$ cat config.mk
export PLATFORM = sky130hd
export DESIGN_NAME = vga_timing_gen
export DESIGN_NICKNAME = d
export VERILOG_FILES = /design/src/rtl/vga_timing_gen.sv
export SDC_FILE = /design/constraint.sdc
export NUM_CORES = 1
export LEC_CHECK = 0
export ABC_AREA = 1
export CAP_MARGIN = 20
export CELL_PAD_IN_SITES_DETAIL_PLACEMENT = 1
export CELL_PAD_IN_SITES_GLOBAL_PLACEMENT = 1
export CORE_MARGIN = 2
export CORE_UTILIZATION = 30
export DETAILED_ROUTE_END_ITERATION = 12
export HOLD_SLACK_MARGIN = 0.03
export PLACE_DENSITY_LB_ADDON = 0.05
export SKIP_CTS_REPAIR_TIMING = 1
export SLEW_MARGIN = 20
export SYNTH_ARGS = -nofsm -noshare
export SYNTH_HDL_FRONTEND = slang
export SYNTH_SLANG_ARGS = --single-unit
$ cat constraint.sdc
create_clock -name clk_25M -period 3.7 [get_ports clk_25M]
set_input_delay 0.74 -clock clk_25M [delete_from_list [all_inputs] [get_ports clk_25M]]
set_output_delay 0.74 -clock clk_25M [all_outputs]
set_load 0.01 [all_outputs]
$ cat src/rtl/vga_timing_gen.sv
// vga_timing_gen: parametrised VGA sync generator with a lookahead pixel-request port and gated RGB.
// Define VGA_TESTPAT_EN to build the internal 8-bar colour pattern selected by pattern_en.

module vga_timing_gen #(
    parameter int unsigned H_ACTIVE = 640,
    parameter int unsigned H_FP     = 16,
    parameter int unsigned H_SYNC   = 96,
    parameter int unsigned H_BP     = 48,
    parameter int unsigned V_ACTIVE = 480,
    parameter int unsigned V_FP     = 10,
    parameter int unsigned V_SYNC   = 2,
    parameter int unsigned V_BP     = 33,
    parameter bit          H_POL    = 1'b0,
    parameter bit          V_POL    = 1'b0,
    parameter int unsigned R_BITS   = 3,
    parameter int unsigned G_BITS   = 3,
    parameter int unsigned B_BITS   = 2,
    parameter int unsigned PIPE_LAT = 1,
    localparam int unsigned XW      = $clog2(H_ACTIVE),
    localparam int unsigned YW      = $clog2(V_ACTIVE)
) (
    input  logic              clk_25M,
    input  logic              rst,
    input  logic [R_BITS-1:0] red_in,
    input  logic [G_BITS-1:0] green_in,
    input  logic [B_BITS-1:0] blue_in,
    input  logic              pattern_en,
    output logic              req_valid,
    output logic [XW-1:0]     x_req,
    output logic [YW-1:0]     y_req,
    output logic              frame_start,
    output logic [R_BITS-1:0] vgaRed,
    output logic [G_BITS-1:0] vgaGreen,
    output logic [B_BITS-1:0] vgaBlue,
    output logic              Hsync,
    output logic              Vsync
);

    localparam int unsigned H_T         = H_SYNC + H_BP + H_ACTIVE + H_FP;
    localparam int unsigned V_T         = V_SYNC + V_BP + V_ACTIVE + V_FP;
    localparam int unsigned HW          = $clog2(H_T);
    localparam int unsigned VW          = $clog2(V_T);
    localparam int unsigned H_ACT_START = H_SYNC + H_BP;
    localparam int unsigned H_ACT_END   = H_ACT_START + H_ACTIVE;
    localparam int unsigned V_ACT_START = V_SYNC + V_BP;
    localparam int unsigned V_ACT_END   = V_ACT_START + V_ACTIVE;

`ifdef VGA_TESTPAT_EN
    localparam int unsigned X_TAPS = PIPE_LAT;
    localparam int unsigned BAR_W  = H_ACTIVE / 8;

    if (BAR_W == 0) begin : g_bar_err
        $error("vga_timing_gen: H_ACTIVE must be at least 8 for the test pattern");
    end
`else
    localparam int unsigned X_TAPS = 0;
`endif

    if (PIPE_LAT > 7 || H_ACTIVE == 0 || H_FP == 0 || H_SYNC == 0 || H_BP == 0 ||
        V_ACTIVE == 0 || V_FP == 0 || V_SYNC == 0 || V_BP == 0) begin : g_param_err
        $error("vga_timing_gen: PIPE_LAT must be 0..7 and all timing parameters non-zero");
    end

    logic [HW-1:0]     h_cnt_q, h_cnt_d;
    logic [VW-1:0]     v_cnt_q, v_cnt_d;
    logic [31:0]       h_pos, v_pos;
    logic              h_act, v_act;

    // Index 0 of each delay line is the stage-0 register; index PIPE_LAT feeds the output stage.
    logic [PIPE_LAT:0] hs_dl_q, hs_dl_d;
    logic [PIPE_LAT:0] vs_dl_q, vs_dl_d;
    logic [PIPE_LAT:0] de_dl_q, de_dl_d;
    logic [XW-1:0]     x_dl_q [X_TAPS+1];
    logic [XW-1:0]     x_dl_d [X_TAPS+1];
    logic [YW-1:0]     y_req_q, y_req_d;
    logic              frame_start_q, frame_start_d;

    logic [R_BITS-1:0] red_src, vga_red_q, vga_red_d;
    logic [G_BITS-1:0] green_src, vga_green_q, vga_green_d;
    logic [B_BITS-1:0] blue_src, vga_blue_q, vga_blue_d;
    logic              hsync_q, hsync_d;
    logic              vsync_q, vsync_d;

    always_comb begin
        h_pos   = 32'(h_cnt_q);
        v_pos   = 32'(v_cnt_q);
        h_cnt_d = h_cnt_q + HW'(1);
        v_cnt_d = v_cnt_q;
        if (h_pos == H_T - 1) begin
            h_cnt_d = '0;
            v_cnt_d = (v_pos == V_T - 1) ? '0 : v_cnt_q + VW'(1);
        end

        h_act         = (h_pos >= H_ACT_START) && (h_pos < H_ACT_END);
        v_act         = (v_pos >= V_ACT_START) && (v_pos < V_ACT_END);
        hs_dl_d[0]    = (h_pos < H_SYNC);
        vs_dl_d[0]    = (v_pos < V_SYNC);
        de_dl_d[0]    = h_act && v_act;
        x_dl_d[0]     = (h_act && v_act) ? XW'(h_pos - H_ACT_START) : '0;
        y_req_d       = (h_act && v_act) ? YW'(v_pos - V_ACT_START) : '0;
        frame_start_d = (h_pos == H_ACT_START) && (v_pos == V_ACT_START);

        for (int unsigned i = 1; i <= PIPE_LAT; i++) begin
            hs_dl_d[i] = hs_dl_q[i-1];
            vs_dl_d[i] = vs_dl_q[i-1];
            de_dl_d[i] = de_dl_q[i-1];
        end
        for (int unsigned i = 1; i <= X_TAPS; i++) begin
            x_dl_d[i] = x_dl_q[i-1];
        end
    end

`ifdef VGA_TESTPAT_EN
    logic [2:0] bar_idx;

    always_comb begin
        bar_idx   = 3'(32'(x_dl_q[X_TAPS]) / BAR_W);
        red_src   = red_in;
        green_src = green_in;
        blue_src  = blue_in;
        if (pattern_en) begin
            red_src   = bar_idx[2] ? '1 : '0;
            green_src = bar_idx[1] ? '1 : '0;
            blue_src  = bar_idx[0] ? '1 : '0;
        end
    end
`else
    logic unused_pattern_en;
    assign unused_pattern_en = pattern_en;

    always_comb begin
        red_src   = red_in;
        green_src = green_in;
        blue_src  = blue_in;
    end
`endif

    always_comb begin
        hsync_d     = hs_dl_q[PIPE_LAT] ? H_POL : ~H_POL;
        vsync_d     = vs_dl_q[PIPE_LAT] ? V_POL : ~V_POL;
        vga_red_d   = de_dl_q[PIPE_LAT] ? red_src   : '0;
        vga_green_d = de_dl_q[PIPE_LAT] ? green_src : '0;
        vga_blue_d  = de_dl_q[PIPE_LAT] ? blue_src  : '0;
    end

    always_ff @(posedge clk_25M or posedge rst) begin
        if (rst) begin
            h_cnt_q       <= '0;
            v_cnt_q       <= '0;
            hs_dl_q       <= '0;
            vs_dl_q       <= '0;
            de_dl_q       <= '0;
            for (int unsigned i = 0; i <= X_TAPS; i++) begin
                x_dl_q[i] <= '0;
            end
            y_req_q       <= '0;
            frame_start_q <= 1'b0;
            vga_red_q     <= '0;
            vga_green_q   <= '0;
            vga_blue_q    <= '0;
            hsync_q       <= ~H_POL;
            vsync_q       <= ~V_POL;
        end else begin
            h_cnt_q       <= h_cnt_d;
            v_cnt_q       <= v_cnt_d;
            hs_dl_q       <= hs_dl_d;
            vs_dl_q       <= vs_dl_d;
            de_dl_q       <= de_dl_d;
            for (int unsigned i = 0; i <= X_TAPS; i++) begin
                x_dl_q[i] <= x_dl_d[i];
            end
            y_req_q       <= y_req_d;
            frame_start_q <= frame_start_d;
            vga_red_q     <= vga_red_d;
            vga_green_q   <= vga_green_d;
            vga_blue_q    <= vga_blue_d;
            hsync_q       <= hsync_d;
            vsync_q       <= vsync_d;
        end
    end

    assign req_valid   = de_dl_q[0];
    assign x_req       = x_dl_q[0];
    assign y_req       = y_req_q;
    assign frame_start = frame_start_q;
    assign vgaRed      = vga_red_q;
    assign vgaGreen    = vga_green_q;
    assign vgaBlue     = vga_blue_q;
    assign Hsync       = hsync_q;
    assign Vsync       = vsync_q;

endmodule

Yosys cells after proc, flatten, opt, wreduce, memory -nomap -nowiden. Index checks and enable logic that the tools add are counted.

Add/subtract/negate cells: 4. $mul: 0. Div/mod/pow operators: 0. $lt $le $gt $ge: 6. Eq/ne operators: 4. Shift operators: 0. Muxes and demuxes: 9. Bitwise gates (word level): 0. Reduce and logical (&&, ||, !) cells: 4.

Operator list (number): two-way mux 10 bit (3); adder 10 x 1 -> 10 bit, second input constant (2); == test 10 bit, second input constant (2); < comparator 10 bit, second input constant (2); == test 10 x 6 -> 1 bit, second input constant (1); == test 10 x 8 -> 1 bit, second input constant (1); greater-or-equal comparator 10 x 6 -> 1 bit, second input constant (1); greater-or-equal comparator 10 x 8 -> 1 bit, second input constant (1); < comparator 10 x 2 -> 1 bit, second input constant (1); < comparator 10 x 7 -> 1 bit, second input constant (1); subtractor 10 x 8 -> 10 bit, second input constant (1); two-way mux 9 bit (1); subtractor 9 x 6 -> 9 bit, second input constant (1); two-way mux 3 bit (2); logical AND 1 bit (4); two-way mux 1 bit (2); two-way mux 2 bit (1).

Register bits after elaboration: 56. Latch bits: 0. RAM bits: 0. Memory bits (read-only): 0. Bits of input ports: 11. Output and inout port bits: 31. Logic and storage cells: 40. Memories kept: 0.

Longest topological paths before layout.
Depth in word-level cells: 4. Depth in mapped cells: 9. Mapped depth without buffers: 9.

Worst setup path after synthesis. Ideal clock, no wire load.

Path type: reg-to-reg. Start point: reg h_cnt_q[4]. End point: reg x_dl_q, in the netlist x_req[4]. Setup time: 0.121 ns. Arrival: 1.339 ns. Required time: 3.579 ns. Slack: 2.240 ns. Stages on the path, launching flop included: 9. Path buffers: 1. Period minus slack after synthesis: 1.460 ns. Cells stage by stage: dfrtp_1 -> inv_1 -> ha_1 -> nand2_2 -> a21oi_1 -> nand2_2 -> nand4_2 -> buf_6 -> nor2_2.

RTL lines: from (decl) (RTL line 64) `logic [HW-1:0] h_cnt_q, h_cnt_d;`; from (signal assigned) (RTL line 164) `h_cnt_q <= h_cnt_d;`; to (signal, indexed assignment) (RTL line 170) `x_dl_q[i] <= x_dl_d[i];`; to (decl) (RTL line 73) `logic [XW-1:0] x_dl_q [X_TAPS+1];`.

Final worst setup path.
Start point: reg hsync_q, in the netlist Hsync. End point: out Hsync.

RTL lines: from (decl) (RTL line 81) `logic hsync_q, hsync_d;`; from (signal assigned) (RTL line 161) `hsync_q <= ~H_POL;`; from (signal assigned) (RTL line 177) `hsync_q <= hsync_d;`; to (decl) (RTL line 35) `output logic Hsync,`.

No word-level cell between the ends.

==> impl_metrics.yaml <==
floorplanning:
  initial_core_util: 0.309
  die_w_um: 98.7
  dieArea_sq_um: 9740
  ios: 42
  core_sq_um: 8720
  dieHeight_um: 98.7
  num_rows: 34
setup_path:
  slowest_delay_ns: 0.53
  critPathCaptureType: "primary output"
  path_cells: "clkdlybuf4s50_1"
  cp_max_fo: 1
  crit_path_top_delay_cell: "dfstp_2"
  reg2reg_slack_ns: 1.64
  startpoint_type: "flop"
  critical-path-top-delay-family: "flip-flops"
  critPathBufInv: 1
  arrival_ns: 1.36
  required_ns: 2.96
  path_class: "reg2out"
synthesis:
  synthArstFlopShare: 1.00
  ys_seq_area_frac: 0.522
  syn_inst: 299
  avgSynthCellArea_sq_um: 9.00
  syn_area_sq_um: 2690
  yosys_warnings: 0
  synth_seq_cells: 56
  synth_flop_cell: "dfrtp_1"
  ys_top_cells_by_area: "dfrtp_1 50%, nand2_1 9.6%, inv_1 5.3%, nor2_2 4.9%, ha_1 3.3%"
  synth_enable_flop_cells: 0
  synth_top_area_cell: "dfrtp_1"
  synth.most_common_cell: "nand2_1"
  synth.distinct_cells: 32
  ys_top_cells_by_count: "69 x nand2_1, 54 x dfrtp_1, 38 x inv_1, 22 x nor2_1, 21 x nor2_2"
  yosysTopAreaCellShare: 0.502
  synth_nets: 317
clock_network:
  clock_latency_ns: 0.31
  cts-root-buf: "clkbuf_8"
  cts.reportedPaths.clkPinSlew_ns: 0.10
  cts_htree_levels: 2
  clk_path_buf_depth: 2
  cts_tree: "built"
  cts_num_sinks: 56
  cts_made_buffers: 5
sta:
  rsz0062_at_grt: "no"
  setup_viol: 0
  max_slew_margin: 0.509
  slew_viol_final: 0
  finalSetupTns_ns: 0
  fmax_mhz: 477
  layout_worst_path_cycle_share: 0.567
  finalHoldViolations: 0
  period_minus_slack_ns: 2.10
  fin_skew_ns: 0.00935
  worst_pin_slew_ns: 0.735
global_route:
  grt_pass1_wl_um: 10200
  grt_antenna_before_repair: 0
  grtUsageTotal: 0.133
  grt_overflow: 0
  grt_max_degree: 34
  grt_pass1_vias: 1985
cells_and_area:
  antenna_cells: 0
  syn2layout_area_growth_pct: 21.5
  utilization: 0.375
  stdcell_count: 450
  nets: 359
  drive_gt1_frac: 0.170
drt:
  wire_per_inst_um: 13.4
  ant_nets: 0
  via_per_inst: 4.46
  num_vias: 2007
  drc: 0
  drt_first_pass_iters: 4
  drt_wl_total_um: 6010
  drt_iter0_drc: 64
power_and_ir_drop:
  p_seq_frac: 0.617
  switching_power_w: 0.000217
  p_comb_frac: 0.024
  clkPwrFrac: 0.359
  p_per_area_nw_per_um2: 303
  switching_share: 0.219
  p_leak_nw: 1.72
  p_int_w: 0.000774
  irDropWorstVdd_uv: 124
place:
  dpl.hpwl_um: 4370
  io_buffers: 40
  dp_cells: 442
  gp_congestion: 0.770
status:
  outcome: "complete, no violations"
min_path:
  holdCritPathClass: "reg2reg"
job:
  cap_violations: 0
## cells in the final DEF, fill, tap and decap left out, types with 5 or more instances in the layout
| cell type | Yosys | layout |
|---|---|---|
| clkbuf_8 | 0 | 6 |
| clkdlybuf4s50_1 | 0 | 40 |
| dfrtp_1 | 54 | 54 |
| ha_1 | 7 | 7 |
| inv_1 | 38 | 37 |
| inv_2 | 8 | 9 |
| nand2_1 | 69 | 69 |
| nand2_2 | 6 | 6 |
| nand3_1 | 15 | 15 |
| nand4_1 | 5 | 5 |
| nor2_1 | 22 | 22 |
| nor2_2 | 21 | 21 |
| o21ai_0 | 6 | 6 |
| o21ai_1 | 5 | 5 |
| xor2_1 | 9 | 9 |
## flip-flops by register name (all words and copies together), names as in the netlist
name         count
h_cnt_q         10
v_cnt_q         10
x_req           10
y_req            9
vgaGreen         3
vgaRed           3
de_dl_q          2
hs_dl_q          2
vgaBlue          2
vs_dl_q          2
Hsync            1
Vsync            1
frame_start      1
## layer usage
layer	global-route usage	wire, um	vias to the layer above
li1	-	-	998
met3	0.0284	203	9
met1	0.191	3110	962
met2	0.200	2610	38
met5	0	0	-
met4	0.0400	80	0
## logic make-up (layout without fill, tap and decap cells)
kind of cell	Yosys count	after routing	synth area share
xor gates and xnor gates	11	11	0.0358
adders and majority gates	7	7	0.0325
buffers and inverters	55	98	0.0930
AOI/OAI and AO/OA	20	20	0.0409
and+or+nand+nor	150	150	0.276
DFF	56	56	0.522
## through the flow
stage	hold slack [ns]	power, W	worst slack [ns]	area (sq um)
floorplan	0.331	0.000633	1.59	2690
global placement	0.334	0.000649	1.60	3180
detailed placement	0.336	0.000649	1.57	3180
CTS	0.360	0.00101	1.57	3270
global route	0.380	0.00104	1.43	3270
finish	0.356	0.000991	1.60	3270
## path summary, 6_finish.rpt
path                                              from  depth (start not counted)                    to
max in group asynchronous                          rst                          3  vs_dl_q[0]$_DFF_PP0_
worst max-delay path                   Hsync$_DFF_PP1_                          1                 Hsync
min in group asynchronous                          rst                          2  h_cnt_q[9]$_DFF_PP0_
worst max register to register  v_cnt_q[0]$_DFFE_PP0N_                          8    y_req[3]$_DFF_PP0_
worst min register to register    vs_dl_q[0]$_DFF_PP0_                          0  vs_dl_q[1]$_DFF_PP0_
worst min-delay path              vs_dl_q[0]$_DFF_PP0_                          0  vs_dl_q[1]$_DFF_PP0_
## power groups by stage
stage               registers [W]   logic [W]  clock network [W]
floorplan                0.000624  0.00000892                  0
global placement         0.000624   0.0000253                  0
detailed placement       0.000624   0.0000252                  0
CTS                      0.000612   0.0000253           0.000377
global route             0.000612   0.0000275           0.000401
finish                   0.000612   0.0000237           0.000356
## layout make-up
type,instances,area (sq um)
Inverter,47,176
Fill cell,1023,5450
Tap cell,108,135
Timing Repair Buffer,43,423
Multi-Input combinational cell,188,1040
Clock buffer,7,86.3
Clock inverter,1,7.51
Sequential cell,56,1400
No activity file was read; power rests on OpenSTA's default activity.
